--- src/rtl/seg_scan_driver.sv ---
// Time-multiplexed 7-segment scan driver; new data is applied only at frame boundaries.
// Define SEG_LZ_SUPPRESS_EN to blank leading zeros (digit 0 is always shown).
module seg_scan_driver #(
  parameter int NUM_DIGITS     = 4,
  parameter int SCAN_DIV       = 50000,
  parameter int DEAD_CYC       = 500,
  parameter int SEG_ACTIVE_LOW = 1,
  parameter int SEL_ACTIVE_LOW = 0
) (
  input  logic                    clk,
  input  logic                    rst,
  input  logic [4*NUM_DIGITS-1:0] digits,
  input  logic [NUM_DIGITS-1:0]   dp_in,
  input  logic                    load,
  input  logic                    blank_en,
  output logic                    load_ack,
  output logic [6:0]              seg,
  output logic                    dp,
  output logic [NUM_DIGITS-1:0]   dig_sel
);

  localparam int CNT_W = $clog2(SCAN_DIV);
  localparam int IDX_W = (NUM_DIGITS > 1) ? $clog2(NUM_DIGITS) : 1;
  localparam logic [CNT_W-1:0] CNT_LAST = CNT_W'(SCAN_DIV - 1);
  localparam logic [CNT_W-1:0] CNT_DEAD = CNT_W'(DEAD_CYC);
  localparam logic [IDX_W-1:0] IDX_LAST = IDX_W'(NUM_DIGITS - 1);
  localparam logic [6:0] SEG_OFF = (SEG_ACTIVE_LOW != 0) ? 7'h7F : 7'h00;
  localparam logic DP_OFF = (SEG_ACTIVE_LOW != 0);
  localparam logic [NUM_DIGITS-1:0] SEL_OFF =
    (SEL_ACTIVE_LOW != 0) ? {NUM_DIGITS{1'b1}} : {NUM_DIGITS{1'b0}};

  logic [CNT_W-1:0]        cnt_q, cnt_d;
  logic [IDX_W-1:0]        idx_q, idx_d;
  logic [4*NUM_DIGITS-1:0] disp_dig_q, disp_dig_d;
  logic [NUM_DIGITS-1:0]   disp_dp_q, disp_dp_d;
  logic [4*NUM_DIGITS-1:0] pend_dig_q, pend_dig_d;
  logic [NUM_DIGITS-1:0]   pend_dp_q, pend_dp_d;
  logic                    pend_v_q, pend_v_d;
  logic                    ack_q, ack_d;
  logic [6:0]              seg_q, seg_d;
  logic                    dp_q, dp_d;
  logic [NUM_DIGITS-1:0]   sel_q, sel_d;

  logic                    slot_end, frame_end, sel_on, cur_dp;
  logic [3:0]              cur_nib;
  logic [6:0]              seg_al;
  logic [NUM_DIGITS-1:0]   lz_mask, sel_ah;
`ifdef SEG_LZ_SUPPRESS_EN
  logic                    zero_run;
`endif

  // Patterns are held in active-low form, bit 6 = g down to bit 0 = a.
  function automatic logic [6:0] decode_al(input logic [3:0] nib);
    case (nib)
      4'd0:    decode_al = 7'b1000000;
      4'd1:    decode_al = 7'b1111001;
      4'd2:    decode_al = 7'b0100100;
      4'd3:    decode_al = 7'b0110000;
      4'd4:    decode_al = 7'b0011001;
      4'd5:    decode_al = 7'b0010010;
      4'd6:    decode_al = 7'b0000010;
      4'd7:    decode_al = 7'b1111000;
      4'd8:    decode_al = 7'b0000000;
      4'd9:    decode_al = 7'b0010000;
      default: decode_al = 7'b0111111;
    endcase
  endfunction

  always_comb begin
    slot_end   = (cnt_q == CNT_LAST);
    frame_end  = slot_end && (idx_q == IDX_LAST);
    cnt_d      = slot_end ? '0 : cnt_q + CNT_W'(1);
    idx_d      = idx_q;
    if (slot_end) idx_d = (idx_q == IDX_LAST) ? '0 : idx_q + IDX_W'(1);

    disp_dig_d = disp_dig_q;
    disp_dp_d  = disp_dp_q;
    pend_dig_d = pend_dig_q;
    pend_dp_d  = pend_dp_q;
    pend_v_d   = pend_v_q;
    ack_d      = 1'b0;
    // A load in the boundary cycle bypasses the pending register entirely.
    if (frame_end) begin
      if (load) begin
        disp_dig_d = digits;
        disp_dp_d  = dp_in;
        pend_v_d   = 1'b0;
        ack_d      = 1'b1;
      end else if (pend_v_q) begin
        disp_dig_d = pend_dig_q;
        disp_dp_d  = pend_dp_q;
        pend_v_d   = 1'b0;
        ack_d      = 1'b1;
      end
    end else if (load) begin
      pend_dig_d = digits;
      pend_dp_d  = dp_in;
      pend_v_d   = 1'b1;
    end
  end

  always_comb begin
    cur_nib = 4'd0;
    cur_dp  = 1'b0;
    lz_mask = '0;
    sel_ah  = '0;
`ifdef SEG_LZ_SUPPRESS_EN
    zero_run = 1'b1;
    for (int i = NUM_DIGITS - 1; i >= 1; i--) begin
      zero_run   = zero_run & (disp_dig_q[4*i +: 4] == 4'd0);
      lz_mask[i] = zero_run;
    end
`endif
    sel_on = (cnt_q >= CNT_DEAD) && !blank_en;
    for (int i = 0; i < NUM_DIGITS; i++) begin
      if (idx_q == IDX_W'(i)) begin
        cur_nib   = disp_dig_q[4*i +: 4];
        cur_dp    = disp_dp_q[i] & 1'b1;
        sel_ah[i] = sel_on;
        if (lz_mask[i]) cur_nib = cur_nib;
      end
    end
    seg_al = decode_al(cur_nib);
    for (int i = 0; i < NUM_DIGITS; i++) begin
      if ((idx_q == IDX_W'(i)) && lz_mask[i]) seg_al = 7'h7F;
    end
    seg_d   = (SEG_ACTIVE_LOW != 0) ? seg_al : ~seg_al;
    dp_d    = (SEG_ACTIVE_LOW != 0) ? ~cur_dp : cur_dp;
    sel_d   = (SEL_ACTIVE_LOW != 0) ? ~sel_ah : sel_ah;
  end

  always_ff @(posedge clk) begin
    if (rst) begin
      cnt_q      <= '0;
      idx_q      <= '0;
      disp_dig_q <= '0;
      disp_dp_q  <= '0;
      pend_dig_q <= '0;
      pend_dp_q  <= '0;
      pend_v_q   <= 1'b0;
      ack_q      <= 1'b0;
      seg_q      <= SEG_OFF;
      dp_q       <= DP_OFF;
      sel_q      <= SEL_OFF;
    end else begin
      cnt_q      <= cnt_d;
      idx_q      <= idx_d;
      disp_dig_q <= disp_dig_d;
      disp_dp_q  <= disp_dp_d;
      pend_dig_q <= pend_dig_d;
      pend_dp_q  <= pend_dp_d;
      pend_v_q   <= pend_v_d;
      ack_q      <= ack_d;
      seg_q      <= seg_d;
      dp_q       <= dp_d;
      sel_q      <= sel_d;
    end
  end

  assign load_ack = ack_q;
  assign seg      = seg_q;
  assign dp       = dp_q;
  assign dig_sel  = sel_q;

endmodule
--- config.mk ---
export PLATFORM = sky130hd
export DESIGN_NAME = seg_scan_driver
export DESIGN_NICKNAME = d
export VERILOG_FILES = /design/src/rtl/seg_scan_driver.sv
export SDC_FILE = /design/constraint.sdc
export NUM_CORES = 1
export LEC_CHECK = 0
export CAP_MARGIN = 20
export CORE_UTILIZATION = 55
export DETAILED_ROUTE_END_ITERATION = 8
export PLACE_DENSITY_LB_ADDON = 0.08
export SYNTH_ARGS = -nofsm -noshare
export SYNTH_HDL_FRONTEND = slang
export SYNTH_SLANG_ARGS = --single-unit
export TNS_END_PERCENT = 50
--- constraint.sdc ---
create_clock -name clk -period 4 [get_ports clk]
set_input_delay 0.6 -clock clk [delete_from_list [all_inputs] [get_ports clk]]
set_output_delay 0.6 -clock clk [all_outputs]
set_load 0.01 [all_outputs]
==> run summary <==
The tools report the maximum number of pins on one net before global-route repair as 64. The die covers 7020 µm². Post-synthesis instance area: 3680 µm².

The cell chosen for the clock root is sky130_fd_sc_hd__clkbuf_8. Summing over every cut layer, the via total after detailed routing is 2855. Of all nets on the critical path, the largest fanout is 24. The peak ir drop on the vdd network was 0.000255 V; the share of async-settable or async-resettable flops after synthesis was 0%. The H-tree depth was 3. For the count of different cell masters after synthesis, the log shows 47.

The number of antenna diodes in the final layout is 0. The logs give 0.35 ns for the clock latency of the later-clocked register in the worst-skew pair and 57.6% for the initial standard-cell utilization of the core. The count of nets left with antenna violations once routing finished came out at 0. Setup repair after global routing left no endpoint under its margin. Summed over all cells, the static leakage comes to 1.50 nW. The via-per-instance ratio is 5.80. The sequential-to-total area share from yosys stat is 39.2%. The sort of element at the start of the critical path was a flop. Once the clock tree was built, the setup fixing pass inserted 0 buffers. After detailed routing, the average wire length per cell comes to 14.8 µm. The critical path is of the flop to flop type. The tools report the number of standard cells after synthesis as 388.

The logs give 2735 for the via count of the first global-routing pass and 2.83 ns for the data arrival time at the worst-slack endpoint. The run gives 0 as the count of yosys warnings during synthesis. The overall die width works out to 83.8 µm. The number of remaining DRC errors came out at 0. For this run, the leading register cell type out of synthesis is sky130_fd_sc_hd__dfxtp_1. In this run the power density over the cells is 364 nW/µm².

The tools report the number of nets produced by synthesis as 419. The startpoint of the most critical hold path was pend_dig_q[12]. The endpoint identified for the worst register-to-register timing path is seg[3]. Buffers placed on the I/O ports in this run total 36. For this run, the slowest stage of the critical path takes 0.72 ns. Across the whole layout, storage elements account for 1440 µm².

The first global-routing pass estimated 12700 µm of wire. The final clock skew came out at 0.00761 ns. The logs give 1.41 ns for the post-place setup slack and 4.21 ns for the required time at the endpoint of the critical path. The worst hold path was traced through 2 stages. Global routing consumed, over all layers together, 22.4% of the routing resources. Summing all multi-input logic gate instances after layout gives 2050 µm². The final global-route overflow total is 0. Counting the buffers created by CTS gives 9. Final setup violation count: 0. The initial antenna violation count came out at 0. The tools report the startpoint of the most critical register-to-register path as idx_q[0]. The run gives 441 as the number of nets in the layout.

The logs give 0 for the hold buffer count at CTS and 72 for the sink count of the clock tree. At the pin with the least slew margin, the transition time is 1.01 ns. At the end of routability-driven placement, the weighted congestion stood at 0.769.

For the iteration-0 DRC count of the detailed router, the log shows 138. Setup slack on the worst reg-to-reg path comes out at 1.38 ns. In this run, synthesis produced a sequential element count of 72.

The flow ran to the end, and the final reports show no timing, DRC or antenna violations. Number of standard-cell rows in the floorplan: 29. The worst pin sits at a relative slew slack of 32.8%. 37 I/O pins were placed. Traced cell by cell, the critical path runs through ha_1 -> buf_4 -> a211oi_1 -> a221oi_2 -> or2_2 -> o211ai_1. The post-route fraction of the period consumed by the critical path was 65.5%. In this run the standard cell core region covers 6390 µm². After routing, the total negative slack on setup checks comes to 0 ns.

In the final layout, the share of cells above drive strength 1 is 17.3%. The tools report the number of violations of the max-capacitance limit as 0. STA classifies the critical path endpoint as a flop. In the post-route analysis, the smallest setup slack over all paths is 1.38 ns.

The path with the worst hold slack has its endpoint at pend_dig_q[12]. Measured in cells, the most critical reg-to-reg path has a length of 6. Detailed placement finished with a half-perimeter wire length of 4870 µm. TritonCTS built the clock tree. In this run the vertical extent of the chip is 83.8 µm.

The tightest min-delay check is of the flop to flop type. The number of enable flip-flop cells after synthesis came out at 0. The run gives 4 as the iteration count of the initial detailed-routing pass.

The cell with the biggest individual delay on the critical path is sky130_fd_sc_hd__ha_1. The max-slew violation total from the final report came out at 0. After clock tree synthesis, the clock-pin slew on the worst setup and hold paths is 0.07 ns. The logs give 0 for the count of cells resized by post-cts repair and 7280 µm for the final routed wirelength across all metal layers. Based on the critical path, the design can be clocked at up to 382 MHz. In this run the deepest clock path goes through 2 buffers. The worst path needs 2.62 ns of the cycle, external delays included. The number of fillers in the final layout is 530. The final-report hold violation count is 0. The area added between synthesis and finish is 16.5%, and the post-synthesis area per instance is 9.48 µm².
power breakdown:
group	internal, W	switching (W)	total [W]
logic	0.0000686	0.0000608	0.000129
clock network	0.000412	0.000273	0.000685
registers	0.000735	0.0000105	0.000746
total	0.00122	0.000344	0.00156
how the worst max path moves through the flow:
stage | to | start
after detailed placement | seg[3] | idx_q[0]
after global placement | disp_dig_q[12] | load
final | seg[3] | idx_q[0]
after CTS | seg[3] | idx_q[1]
after global routing | seg[3] | idx_q[1]
after floorplan | seg[1] | idx_q[1]
cells in the mapped netlist (all sizes together) (2+ instances only):
master | number | area [µm²]
a221oi | 2 | 30.0
nor4b | 2 | 23.8
inv | 12 | 45.0
dfxtp | 72 | 1440
a211o | 3 | 26.3
mux2i | 21 | 210
buf | 15 | 90.1
o21ai | 4 | 20.0
nor2b | 2 | 12.5
xnor2 | 11 | 96.3
nand3b | 4 | 30.0
ha | 7 | 87.6
a21oi | 5 | 25.0
nor3b | 4 | 30.0
nor3 | 21 | 105
a21o | 7 | 52.6
and3 | 4 | 25.0
nor4 | 24 | 269
a211oi | 9 | 72.6
or2 | 2 | 12.5
a31oi | 18 | 113
nor2 | 23 | 86.3
mux2 | 20 | 225
or3 | 2 | 12.5
nand2b | 42 | 263
nand3 | 8 | 45.0
o211ai | 2 | 15.0
clkbuf | 17 | 63.8
nand2 | 14 | 52.6
routing by layer:
metal | part of all wire (%) | vias to the layer above | global-route usage, %
li1 | - | 1425 | -
met1 | 47 | 1359 | 29.3
met2 | 48 | 64 | 36.3
met3 | 3.6 | 7 | 3.76
met4 | 1.3 | 0 | 10.0
met5 | 0 | - | 0
through the flow:
| step | power, W | utilization (%) | cells | instance area [µm²] | hold WS, ns |
|---|---|---|---|---|---|
| 6_report | 0.00156 | 67.1 | 492 | 4290 | 0.472 |
| 5_1_grt | 0.00162 | 67.1 | 492 | 4290 | 0.485 |
| 4_1_cts | 0.00158 | 67.1 | 492 | 4290 | 0.476 |
| 3_5_place_dp | 0.000893 | 63.4 | 476 | 4050 | 0.462 |
| 3_3_place_gp | 0.000888 | 63.2 | 475 | 4040 | 0.456 |
| 2_1_floorplan | 0.000843 | - | 388 | 3680 | 0.442 |
worst max-delay path, delay by kind of cell, from the launching register on:
family                     cells  cell delay [ns]
AOI/OAI and AO/OA              3             0.79
adders and majority gates      1             0.72
buffers and inverters          1             0.33
DFF                            1             0.39
and+or+nand+nor                1             0.27
cells in the final DEF, fill, tap and decap left out, types with 5 or more instances in the layout:
cell type                         synthesis  routed
sky130_fd_sc_hd__dfxtp_1                 72      72
sky130_fd_sc_hd__nor2_1                  23      22
sky130_fd_sc_hd__mux2_2                  20      20
sky130_fd_sc_hd__inv_1                   12      12
sky130_fd_sc_hd__a211oi_1                 8       8
sky130_fd_sc_hd__clkbuf_8                 0       9
sky130_fd_sc_hd__nor4_1                   5       5
sky130_fd_sc_hd__clkdlybuf4s50_1          0      35
sky130_fd_sc_hd__buf_4                    2       6
sky130_fd_sc_hd__a21o_1                   7       7
sky130_fd_sc_hd__nor4_2                  19      19
sky130_fd_sc_hd__a31oi_1                 18      18
sky130_fd_sc_hd__nand3_1                  7       7
sky130_fd_sc_hd__ha_1                     7       7
sky130_fd_sc_hd__nor3_1                  21      21
sky130_fd_sc_hd__mux2i_1                 21      21
sky130_fd_sc_hd__xnor2_1                 11      11
sky130_fd_sc_hd__nand2b_1                42      42
sky130_fd_sc_hd__a21oi_1                  5       5
sky130_fd_sc_hd__nand2_1                 14      14
cells by family (layout without fill, tap and decap cells):
group | after synthesis | after routing | share of synthesized area [%]
buf+inv | 44 | 71 | 5.41
flops | 72 | 72 | 39.2
compound gates | 54 | 54 | 10.5
xor+xnor | 12 | 12 | 2.86
mux | 41 | 41 | 11.8
fa+ha+maj | 7 | 7 | 2.38
simple gates | 158 | 158 | 27.8
cell type report:
cell class                 instances  area share (%)
clock buffer                      10            2.98
clock inverter                     6            2.51
inverter                          12            1.05
multi-input combinational        272            47.9
sequential                        72            33.6
tap                               77            2.25
timing repair buffer              43            9.69
sequential cells by signal, summed over array words and instances (netlist names):
| name | flops |
|---|---|
| disp_dig_q | 16 |
| disp_dp_q | 4 |
| cnt_q | 16 |
| idx_q | 2 |
| dig_sel | 4 |
| pend_v_q | 1 |
| dp | 1 |
| seg | 7 |
| pend_dp_q | 4 |
| load_ack | 1 |
| pend_dig_q | 16 |
Power figures use the tool's default switching activity.
